### src/rtl/inv_mix_columns_seq.sv
// rtl/inv_mix_columns_seq.sv - column-serial AES InvMixColumns engine
// Accepts one 128-bit state, transforms COLS_PER_CYCLE columns per clock, holds the result until taken.
module inv_mix_columns_seq #(
   parameter int COLS_PER_CYCLE = 1
) (
   input  logic         clk,
   input  logic         rst,
   input  logic         in_valid,
   output logic         in_ready,
   input  logic [127:0] b_in,
   output logic         out_valid,
   input  logic         out_ready,
   output logic [127:0] b_out
);

   generate
      if (COLS_PER_CYCLE != 1 && COLS_PER_CYCLE != 2 && COLS_PER_CYCLE != 4) begin : g_bad_cols
         $error("inv_mix_columns_seq: COLS_PER_CYCLE must be 1, 2 or 4");
      end
   endgenerate

   localparam logic [1:0] STEP     = 2'(COLS_PER_CYCLE);
   localparam logic [1:0] LAST_CNT = 2'(4 - COLS_PER_CYCLE);

   typedef enum logic [1:0] {IDLE, BUSY, DONE} state_t;

   state_t       state, state_next;
   logic [1:0]   col_cnt, col_cnt_next;
   logic [127:0] src_reg;
   logic [31:0]  src_cols [4];
   logic [31:0]  res_cols [4];
   logic [1:0]   col_idx  [COLS_PER_CYCLE];
   logic [31:0]  mixed    [COLS_PER_CYCLE];

   function automatic logic [7:0] xtime(input logic [7:0] b);
      return {b[6:0], 1'b0} ^ (b[7] ? 8'h1b : 8'h00);
   endfunction

   function automatic logic [31:0] inv_mix_col(input logic [31:0] col);
      logic [7:0] s [4];
      logic [7:0] x2 [4];
      logic [7:0] x4 [4];
      logic [7:0] x8 [4];
      logic [7:0] m9 [4];
      logic [7:0] mb [4];
      logic [7:0] md [4];
      logic [7:0] me [4];
      for (int i = 0; i < 4; i++) begin
         s[i]  = col[31-8*i -: 8];
         x2[i] = xtime(s[i]);
         x4[i] = xtime(x2[i]);
         x8[i] = xtime(x4[i]);
         m9[i] = x8[i] ^ s[i];
         mb[i] = x8[i] ^ x2[i] ^ s[i];
         md[i] = x8[i] ^ x4[i] ^ s[i];
         me[i] = x8[i] ^ x4[i] ^ x2[i];
      end
      return {me[0] ^ mb[1] ^ md[2] ^ m9[3],
              m9[0] ^ me[1] ^ mb[2] ^ md[3],
              md[0] ^ m9[1] ^ me[2] ^ mb[3],
              mb[0] ^ md[1] ^ m9[2] ^ me[3]};
   endfunction

   always_comb begin
      for (int c = 0; c < 4; c++) begin
         src_cols[c] = src_reg[127-32*c -: 32];
      end
      // Only COLS_PER_CYCLE column units exist; they are steered onto the current column group.
      for (int k = 0; k < COLS_PER_CYCLE; k++) begin
         col_idx[k] = col_cnt + 2'(k);
         mixed[k]   = inv_mix_col(src_cols[col_idx[k]]);
      end
   end

   assign b_out = {res_cols[0], res_cols[1], res_cols[2], res_cols[3]};

   always_ff @(posedge clk) begin
      if (rst) begin
         state   <= IDLE;
         col_cnt <= 2'd0;
      end else begin
         state   <= state_next;
         col_cnt <= col_cnt_next;
      end
   end

   always_comb begin
      state_next   = state;
      col_cnt_next = col_cnt;
      in_ready     = 1'b0;
      out_valid    = 1'b0;
      case (state)
         IDLE: begin
            in_ready = 1'b1;
            if (in_valid) begin
               state_next   = BUSY;
               col_cnt_next = 2'd0;
            end
         end
         BUSY: begin
            if (col_cnt == LAST_CNT) begin
               state_next   = DONE;
               col_cnt_next = 2'd0;
            end else begin
               col_cnt_next = col_cnt + STEP;
            end
         end
         DONE: begin
            out_valid = 1'b1;
            if (out_ready) begin
               state_next = IDLE;
            end
         end
         default: begin
            state_next   = IDLE;
            col_cnt_next = 2'd0;
         end
      endcase
   end

   always_ff @(posedge clk) begin
      if (rst) begin
         src_reg <= '0;
         for (int c = 0; c < 4; c++) begin
            res_cols[c] <= '0;
         end
      end else begin
         if (state == IDLE && in_valid) begin
            src_reg <= b_in;
         end
         if (state == BUSY) begin
            for (int k = 0; k < COLS_PER_CYCLE; k++) begin
               res_cols[col_idx[k]] <= mixed[k];
            end
         end
      end
   end

endmodule
### config.mk
export PLATFORM = sky130hd
export DESIGN_NAME = inv_mix_columns_seq
export DESIGN_NICKNAME = d
export VERILOG_FILES = /design/src/rtl/inv_mix_columns_seq.sv
export SDC_FILE = /design/constraint.sdc
export NUM_CORES = 1
export LEC_CHECK = 0
export CORE_MARGIN = 4
export CORE_UTILIZATION = 55
export CTS_CLUSTER_SIZE = 24
export DETAILED_ROUTE_END_ITERATION = 6
export GPL_TIMING_DRIVEN = 0
export PLACE_DENSITY_LB_ADDON = 0.3
export SLEW_MARGIN = 15
export SYNTH_ARGS = -nofsm -noshare
export SYNTH_HDL_FRONTEND = slang
export SYNTH_SLANG_ARGS = --single-unit
### constraint.sdc
create_clock -name clk -period 7.9 [get_ports clk]
set_input_delay 0.79 -clock clk [delete_from_list [all_inputs] [get_ports clk]]
set_output_delay 0.79 -clock clk [all_outputs]
set_load 0.02 [all_outputs]
After elaboration in Yosys (flattened, before gate mapping)
Memory sizes are Yosys's and may differ from the RTL's.
Index checks and enable logic that the tools add are counted.
{ "op_classes": {"n_addsub": 1, "n_mul": 0, "div_mod_pow": 0, "order_cmp": 1, "n_eq_ne": 6, "n_shift": 0, "muxes": 32, "bitwise_logic": 50, "n_reduce_logical": 5} }
{ "ops": {"columns": ["operator", "n"], "rows": [
  ["bitwise XOR 8 bit", 36],
  ["2-to-1 mux 32 bit", 3],
  ["bitwise XOR 8 x 5 -> 8 bit", 12],
  ["binary-select mux 32 bit (select 2 bit)", 1],
  ["2-to-1 mux 5 bit", 12],
  ["OR reduction 32 bit", 1],
  ["2-to-1 mux 2 bit", 6],
  ["case mux 2 bit (3 select lines)", 2],
  ["2-to-1 mux 1 bit", 8],
  ["inequality test 2 bit (second input constant)", 3],
  ["== test 2 bit (second input constant)", 2],
  [">= comparator 3 bit (second input constant)", 1],
  ["NOT 2 -> 3 bit", 1],
  ["AND reduction 3 bit", 1],
  ["adder 2 x 1 -> 2 bit (second input constant)", 1],
  ["== test 2 x 1 -> 1 bit (second input constant)", 1],
  ["zero test 2 bit", 1],
  ["AND reduction 2 bit", 1],
  ["logical AND 1 bit", 1],
  ["NOT 1 bit", 1]
]} }
{ "word_totals": {"regBits": 132, "latch_bits": 0, "ram_bits": 128, "romBits": 0, "input_bits": 132, "out_inout_bits": 130, "memories": 1} }
{ "memory_table": {"columns": ["memory", "words", "width", "rd", "rd_ports_with_merged_regs", "write_ports", "line", "source"], "rows": [
  ["res_cols", 4, 32, 4, 0, 4, "31", "logic [31:0] res_cols [4];"]
]} }

Depth between registers and ports, before layout
Gate-level depths: netlist of run 1.
{ "depth": {"ltp_word": 16, "depth_mapped": 11, "depth_no_buf": 6} }

Worst setup path before layout of run 1
Ideal clock, no wire load.
{ "synth_path": {"path_kind": "flip-flop to flip-flop", "startpoint": "register col_cnt[0]", "endpoint": "memory res_cols[1][20] (data pin)", "setup_ns": 0.265, "t_arrival_ns": 2.782, "required_ns": 7.635, "setup_slack_ns": 4.853, "path_stages_with_launch": 10, "period_less_slack_ns": 3.047, "path_cell_list": "dfxtp_1 buf_6 buf_6 buf_6 mux4_2 xnor2_1 xnor2_1 xnor3_1 xnor2_1 nor2_1"} }
{ "synth_rtl": {"columns": ["element", "line", "source"], "rows": [
  ["from (decl)", "28", "logic [1:0] col_cnt, col_cnt_next;"],
  ["from (signal assigned)", "83", "col_cnt <= col_cnt_next;"],
  ["to (decl)", "31", null]
]} }

==> results.cfg, run 1 <==
[detailed_routing]
first_pass_iters = 6
drt_iter0_markers = 784
wl_per_cell_um = 20.00
vias_per_cell = 5.459
drcViolationCount = 0
vias = 9127
antenna_left = 0
routed_wl_um = 33440

[sta]
finalHoldViolCount = 0
rsz0062_at_grt = no
period_share_pct = 48.30
tightestPinTransition_ns = 0.9425
slew_viol_final = 0
fin_crit_ns = 3.815
finalSetupViolCount = 0
worst_slack_ns = 4.085
fin_worst_skew_ns = 0.01588
fmax_mhz = 262.1
slew_headroom_pct = 37.17
tns_ns = 0

[synth]
synth_top_area_share_pct = 32.26
synth_area_mm2 = 0.01191
synth_compound_area_share_pct = 5.703
synth.mux.area_fraction_pct = 6.175
synthXorXnorAreaFrac_pct = 17.65
yosys-top-cells-area = edfxtp_1 32%, dfxtp_1 22%, nand2_1 8.1%, xnor2_1 7.9%, mux4_2 5.9%
synth_largest_area_cell = edfxtp_1
ys_types = 33
syn_inst = 1088
synth_top_family_by_area = XOR/XNOR gates
synth_adder_area_share_pct = 0.1050
ys_ff_latch = 260
synthSimpleGateAreaFrac_pct = 12.96
synth_seq_area_share_pct = 54.44
avgSynthCellArea_um2 = 10.95
syn_nets = 1221
yosysWarnings = 0

[clock_tree]
cts_buffers = 25
tritoncts = built
clock_latency_ns = 0.52
cts-hold-fix-buffers = 0
cts_root_buf = clkbuf_16
clock-sinks = 260
cts_resized = 0
h-tree-depth = 1
post_cts_buffers = 0
cts_max_path_buffers = 3
clkTransAtPathRegs_ns = 0.07

[placed_design]
gp_congestion = 0.9457
dpl.cell_count = 1627
hpwl_um = 25420
pre_cts_ws_ns = 4.130
portBuffers = 261

[finish]
fin_nets = 1512
drive_gt1_share_pct = 7.378
nFillCells = 1439
area_growth_syn_to_layout_pct = 31.83
layout.cells.non_filler = 1672
final_common_cell = clkdlybuf4s50_1
layout_common_cells = 261 x clkdlybuf4s50_1, 258 x nand2_1, 133 x nor2_1

[die]
die_area_mm2 = 0.02408
die_y_um = 155.2
initial_core_util_pct = 56.32
fp.dieW_um = 155.2
io-pin-count = 262
rows = 53
core_area_mm2 = 0.02115

[grt]
grt_pass1_vias = 9133
antenna_found_initial = 1
overflow = 0
grt_use_total_pct = 27.42
grt_max_degree = 33
grt_pass1_wl_um = 50940

[worst_hold_path]
min-delay-path-class = reg -> reg
min_from = src_cols[115]
holdPathEnd = src_cols[115]
hold_depth = 2

[setup_path]
required_ns = 8.15
end_kind = flip-flop
r2r-end = res_cols[0][15]
r2r_start = col_cnt[1]
start_kind = flip-flop
critical_path_class = reg -> reg
r2r_slack_ns = 4.08
cp_max_fo = 10
reg2regPathDepth = 9
critPathArrivalTime_ns = 4.06

[outcome]
status = finished clean

[flow_run]
timing.max_cap.violations = 0

[power]
peakVddDrop_v = 0.0001429
leakagePower_nw = 5.898
pwr_density_cell_mw_per_mm2 = 262.2
[logic make-up (layout without fill, tap and decap cells)]
group	count (synthesis)	after routing
AND/OR/NAND/NOR	403	403
AO/OA/AOI/OAI	134	134
other	0	1
flip-flops	260	260
adder cells (fa/ha/maj)	1	1
buffers and inverters	79	387
multiplexers	33	33
XOR/XNOR	178	178
[flip-flops by register name, indices dropped and copies added, names as in the netlist]
signal	cells
res_cols	128
src_cols	128
col_cnt	2
state	2
[synthesized netlist by cell type]
master and number:
or3b_2 1, clkbuf_1 57, a22oi_1 2, nor3b_1 1, a21oi_1 130, or3_1 1, mux4_2 31, dfxtp_1 132
xnor2_4 2, xor3_1 1, nor2b_1 1, ha_1 1, buf_4 7, xnor3_1 28, xor3_2 1, xnor2_2 8
nand2b_1 5, a31o_2 1, buf_1 1, xnor2_1 108, mux4_1 1, o21ai_0 1, buf_6 3, mux2_2 1
or2_1 1, nor3_1 2, xnor3_2 2, nor2_1 133, inv_1 5, edfxtp_1 128, xor2_1 28, nand2_1 258
buf_2 6
[layer usage]
metal  track usage [%]  vias to the layer above  share of wire [%]
met5                 0                        -                  0
met4             8.920                        0                3.0
met3             3.533                       72                8.8
met2             48.29                      500                 51
met1             35.38                     4338                 37
li1                  -                     4217                  -
[final cells by class]
type	instances	area [um^2]	share of cell area [%]
Sequential cell	260	6486	41.30
Multi-Input combinational cell	749	5082	32.36
Timing Repair Buffer	264	2680	17.06
Clock buffer	39	720.7	4.589
Tap cell	275	344.1	2.191
Buffer	74	334.1	2.127
Clock inverter	5	37.54	0.2390
Inverter	5	18.77	0.1195
Antenna cell	1	2.502	0.01593
[through the flow]
step / power (mW) / hold WS, ns / utilization, % / cell area (um^2)
6_report: 4.119 / 0.4543 / 74.25 / 15710
5_1_grt: 4.274 / 0.4675 / 74.25 / 15710
4_1_cts: 4.121 / 0.4539 / 74.24 / 15700
3_5_place_dp: 3.011 / 0.4454 / 70.65 / 14950
3_3_place_gp: 2.972 / 0.4386 / 70.30 / 14870
2_1_floorplan: 2.523 / 0.4315 / - / 11910
[power by group]
group / total [mW] / leakage, nW / switching (mW) / internal [mW]
Combinational: 1.42 / 3.11 / 0.798 / 0.619
Clock: 1.12 / 0.380 / 0.493 / 0.627
Sequential: 1.58 / 2.41 / 0.0419 / 1.54
Total: 4.12 / 5.90 / 1.33 / 2.79
[worst max path at each step]
stage	cells after the start	from	endpoint	slack, ns
2_1_floorplan	9	col_cnt[0]	res_cols[1][20]	4.85
3_3_place_gp	6	rst	res_cols[2][30]	4.00
3_5_place_dp	9	col_cnt[1]	res_cols[0][7]	4.13
4_1_cts	9	col_cnt[1]	res_cols[2][7]	4.07
5_1_grt	9	col_cnt[1]	res_cols[0][15]	3.86
6_report	9	col_cnt[1]	res_cols[0][15]	4.08
[worst max-delay path, stage by stage, from the launching register on]
cell and delay (ns):
dfxtp_1 0.44, buf_4 0.29, buf_2 0.36, buf_4 0.29
mux4_2 0.67, xor2_1 0.44, xnor2_1 0.30, xnor2_1 0.20
xnor2_1 0.41, nor2_1 0.14
(Power assumes the default switching activity.)
==> run 2, diff against run 1 <==
--- a/config.mk
+++ b/config.mk
@@ -6,7 +6,7 @@
 export NUM_CORES = 1
 export LEC_CHECK = 0
 export CORE_MARGIN = 4
-export CORE_UTILIZATION = 55
+export CORE_UTILIZATION = 46
 export CTS_CLUSTER_SIZE = 24
 export DETAILED_ROUTE_END_ITERATION = 6
 export GPL_TIMING_DRIVEN = 0
==> constraint.sdc (replaced) <==
create_clock -name clk -period 3.2 [get_ports clk]
set_input_delay 0.32 -clock clk [delete_from_list [all_inputs] [get_ports clk]]
set_output_delay 0.32 -clock clk [all_outputs]
set_load 0.02 [all_outputs]
==> run 2 against run 1 <==
Net effect: the run now ends with DRC left; combinational power increased to 2.9 times the previous value; die area increased by 19%; highest routed layer unchanged; sequential power increased by 150%; critical endpoint is now res_cols[0][19]; via count decreased by 0.16%; global-route usage decreased by 3.9 points; setup slack got worse by 4.1 ns; largest cell class unchanged; clock skew decreased by 0.0071 ns; sequential cell count unchanged.
==> results.cfg, run 2 (synthesis gave the netlist of run 1 again) <==
[outcome]
status = complete, but fails checks
violations = DRC

[finish]
fin_area_mm2 = 0.01667
fin_nets = 1556
area_growth_syn_to_layout_pct = 39.96
layout.cells.non_filler = 1770
final_common_cell = clkdlybuf4s50_1
layout_common_cells = 261 x clkdlybuf4s50_1, 258 x nand2_1, 133 x nor2_1
drive_gt1_share_pct = 13.34
nFillCells = 1897

[setup_path]
end_kind = flip-flop
cp_max_fo = 7
critPathArrivalTime_ns = 3.44
r2r_start = col_cnt[1]
critical_path_class = reg -> reg
required_ns = 3.46
start_kind = flip-flop
crit_path_start = col_cnt[1]

[placed_design]
pre_cts_ws_ns = -0.5510
portBuffers = 261
hpwl_um = 25890
dpl.cell_count = 1682
gp_congestion = 0.9027
placed_cell_area_mm2 = 0.01501

[sta]
fin_worst_skew_ns = 0.008739
fin_crit_ns = 3.179
finalSetupViolCount = 0
period_share_pct = 99.34
tns_ns = 0
worst_slack_ns = 0.02101
fmax_mhz = 314.6
slew_viol_final = 0
slew_headroom_pct = 37.95
finalHoldViolCount = 0
tightestPinTransition_ns = 0.9307

[detailed_routing]
wl_per_cell_um = 19.92
vias = 9112
antenna_left = 0
routed_wl_um = 35260
drt_iter0_markers = 878
first_pass_iters = 7
vias_per_cell = 5.148
drcViolationCount = 2

[die]
die_area_mm2 = 0.02854
fp.dieW_um = 168.9
io-pin-count = 262
rows = 58
initial_core_util_pct = 47.04
die_y_um = 168.9
core_area_mm2 = 0.02533

[flow_run]
timing.max_cap.violations = 0

[grt]
grt_pass1_vias = 9069
grt_pass1_wl_um = 52020
antenna_found_initial = 1
grt_max_degree = 33
overflow = 0
grt_use_total_pct = 23.56

[worst_hold_path]
min_from = b_in[48]
min-delay-path-class = in -> reg

[power]
total_power_mw = 10.94
peakVddDrop_v = 0.0004053
pwr_density_cell_mw_per_mm2 = 656.2
leakagePower_nw = 6.319

[clock_tree]
clkTransAtPathRegs_ns = 0.06
clock-sinks = 260
h-tree-depth = 1
clock_latency_ns = 0.53
cts_max_path_buffers = 3
cts_buffers = 26
tritoncts = built
cts_root_buf = clkbuf_16
-- run 2: through the flow --
step,utilization [%],hold slack (ns)
floorplan,-,0.4315
global placement,58.99,0.4390
detailed placement,59.25,0.4444
CTS,64.49,0.3272
global route,65.84,0.3400
finish,65.84,0.3400
-- run 2: per-layer routing --
layer | wire, um | vias to the layer above | global-route usage, % | share of wire (%)
met5 | 0 | - | 0 | 0
met4 | 877 | 0 | 6.457 | 2.5
met3 | 2458 | 58 | 4.180 | 7.0
met2 | 17730 | 408 | 41.10 | 50
met1 | 14190 | 4352 | 30.36 | 40
li1 | - | 4294 | - | -
-- run 2: layout make-up --
class	instances	area, um^2	share of cell area [%]
antenna	1	2.502	0.01501
buffer	73	401.6	2.409
clock buffer	38	767.0	4.600
clock inverter	6	57.56	0.3452
inverter	5	18.77	0.1126
multi-input combinational	749	5477	32.84
sequential	260	6494	38.94
tap	330	412.9	2.476
timing repair buffer	308	3044	18.26
-- run 2: what timing repair did --
item | in CTS | in global routing
pin swaps | 17 | 17
endpoints found under the setup margin | 123 | 88
hold buffers | 0 | 0
resized for setup | 57 | 20
setup buffers | 18 | 26
-- run 2: path summary, 6_finish.rpt --
| check | endpoint | slack [ns] | cells past startpoint |
|---|---|---|---|
| worst max register to register | res_cols[0][19] | 0.02 | 9 |
| worst max-delay path | res_cols[0][19] | 0.02 | 9 |
| worst min-delay path | src_cols[48] | 0.34 | 3 |
| worst min register to register | src_cols[83] | 0.45 | 2 |
-- run 2: critical path: stages, from the launching register on --
cell and delay, ns:
dfxtp_4 0.39, buf_12 0.14, buf_4 0.20, mux4_2 0.32, buf_2 0.22, xnor3_2 0.54, xnor3_1 0.46, xnor3_1 0.28
xor2_2 0.27, nor2_1 0.08
-- run 2: power by group --
group	leakage (nW)	switching (mW)	total [mW]	internal, mW
registers	2.41	0.103	3.90	3.80
clock network	0.406	1.23	2.96	1.73
logic	3.50	2.14	4.08	1.94
==> run 3, diff against run 2 <==
--- a/config.mk
+++ b/config.mk
@@ -5,6 +5,7 @@
 export SDC_FILE = /design/constraint.sdc
 export NUM_CORES = 1
 export LEC_CHECK = 0
+export CORE_ASPECT_RATIO = 1.2
 export CORE_MARGIN = 4
 export CORE_UTILIZATION = 46
 export CTS_CLUSTER_SIZE = 24
==> run 3 against run 2 <==
Net effect: maximum frequency down 0.89%; utilization down 0.63 points; the flow finishes with violations (setup timing); global-route usage is 0.072 points lower; design area fell by 0.10%; critical endpoint is now res_cols[0][14]; critical path depth down 1; combinational power is 2% higher; sequential cell count is the same.
==> results.cfg, run 3 (synthesis gave the netlist of run 1 again) <==
[sta]
finalHoldViolCount = 0
period_share_pct = 100.2
tightestPinTransition_ns = 0.9582
hold_ws_ns = 0.3252
slew_viol_final = 0
fmax_mhz = 311.8
rsz0062_at_grt = yes
slew_headroom_pct = 36.12
fin_crit_ns = 3.207
fin_worst_skew_ns = 0.02631
worst_slack_ns = -0.007471
finalSetupViolCount = 2

[setup_path]
start_kind = flip-flop
cp_max_fo = 10
critical_path_class = reg -> reg
endpoint = res_cols[0][14]
required_ns = 3.46
r2r_slack_ns = -0.007
critPathArrivalTime_ns = 3.47
reg2regPathDepth = 8
crit_path_start = col_cnt[0]
end_kind = flip-flop
r2r-end = res_cols[0][14]
r2r_start = col_cnt[0]

[worst_hold_path]
min-delay-path-class = in -> reg

[finish]
fin_nets = 1554
drive_gt1_share_pct = 13.54
final_common_cell = clkdlybuf4s50_1
nFillCells = 1964
diodes = 0
layout_common_cells = 261 x clkdlybuf4s50_1, 258 x nand2_1, 133 x nor2_1
final_core_util_pct = 65.21
area_growth_syn_to_layout_pct = 39.81

[flow_run]
timing.max_cap.violations = 0

[outcome]
status = complete, but fails checks
violations = setup timing

[die]
die_y_um = 184.3
rows = 64
core_area_mm2 = 0.02554
io-pin-count = 262
die_area_mm2 = 0.02855
initial_core_util_pct = 46.64
fp.dieW_um = 154.9

[detailed_routing]
drcViolationCount = 0
first_pass_iters = 5
routed_wl_um = 35090
vias = 9189
vias_per_cell = 5.192
antenna_left = 0
wl_per_cell_um = 19.83
drt_iter0_markers = 626

[placed_design]
gp_congestion = 0.8929
portBuffers = 261
hpwl_um = 25880

[clock_tree]
h-tree-depth = 1
clock_latency_ns = 0.54
tritoncts = built
clock-sinks = 260
cts-hold-fix-buffers = 0
cts_buffers = 25
cts_root_buf = clkbuf_16
cts_max_path_buffers = 3
clkTransAtPathRegs_ns = 0.06

[power]
total_power_mw = 10.92
peakVddDrop_v = 0.0004176
pwr_density_cell_mw_per_mm2 = 655.8
leakagePower_nw = 6.306

[grt]
grt_pass1_wl_um = 51850
overflow = 0
grt_max_degree = 33
grt_use_total_pct = 23.49
antenna_found_initial = 0
grt_pass1_vias = 9213
run 3: changes by cell type in the layout (fill, tap and decap cells not counted), moves of 2 or more:
cell / change
clkinvlp_4: +4
xor2_2: -3
xor2_4: +2
clkbuf_1: -3
clkinv_2: +2
run 3: worst max-delay path: stages, from the launching register on:
cell and delay, ns:
dfxtp_4 0.40, buf_12 0.16, mux4_2 0.64, xnor3_2 0.51
buf_4 0.19, xnor3_1 0.43, xnor2_1 0.30, xnor2_2 0.20
nor2_1 0.08
run 3: metal layers:
| layer | global-route usage, % | part of all wire [%] | vias up | routed length [um] |
|---|---|---|---|---|
| li1 | - | - | 4298 | - |
| met1 | 27.90 | 37 | 4397 | 12840 |
| met2 | 43.22 | 53 | 411 | 18590 |
| met3 | 2.865 | 6.5 | 83 | 2297 |
| met4 | 9.258 | 3.9 | 0 | 1359 |
| met5 | 0 | 0 | - | 0 |
run 3: metrics by stage:
step                      instance area [um^2]   TNS, ns  setup slack [ns]  std cells
final                                    16660  -0.01459         -0.007471       1770
after global routing                     16660   -0.2985          -0.04214       1770
after CTS                                16290         0         0.0005771       1744
after detailed placement                 15010    -32.80           -0.5592       1682
after global placement                   14940    -59.23           -0.5742       1679
after floorplan                          11910         0            0.1534       1088
run 3: what timing repair did:
item                       4_1_cts  5_1_grt
resized for setup               56       21
cloned                           0        1
setup endpoints to repair      113       93
setup buffers                   16       25
pin swaps                       15       17
run 3: final cells by class:
class,count,area [um^2],share of cell area [%]
inverter,5,18.77,0.1127
clock buffer,32,691.9,4.154
timing repair buffer,306,3030,18.19
sequential,260,6494,38.98
clock inverter,14,107.6,0.6460
tap,330,412.9,2.479
multi-input combinational,749,5499,33.01
buffer,74,402.9,2.419
run 3: how the worst min path moves through the flow:
stage                 start           end  slack, ns  cells after the start
2_1_floorplan  src_cols[61]  src_cols[61]       0.43                      2
3_3_place_gp   src_cols[15]  src_cols[15]       0.44                      2
3_5_place_dp   src_cols[23]  src_cols[23]       0.44                      2
4_1_cts            b_in[88]  src_cols[88]       0.32                      3
5_1_grt            b_in[88]  src_cols[88]       0.33                      3
6_report           b_in[85]  src_cols[85]       0.33                      3
run 3: power breakdown:
group | switching [mW] | internal (mW) | total, mW
combinational | 2.21 | 1.94 | 4.15
clock | 1.26 | 1.61 | 2.87
sequential | 0.104 | 3.80 | 3.90
total | 3.57 | 7.35 | 10.9
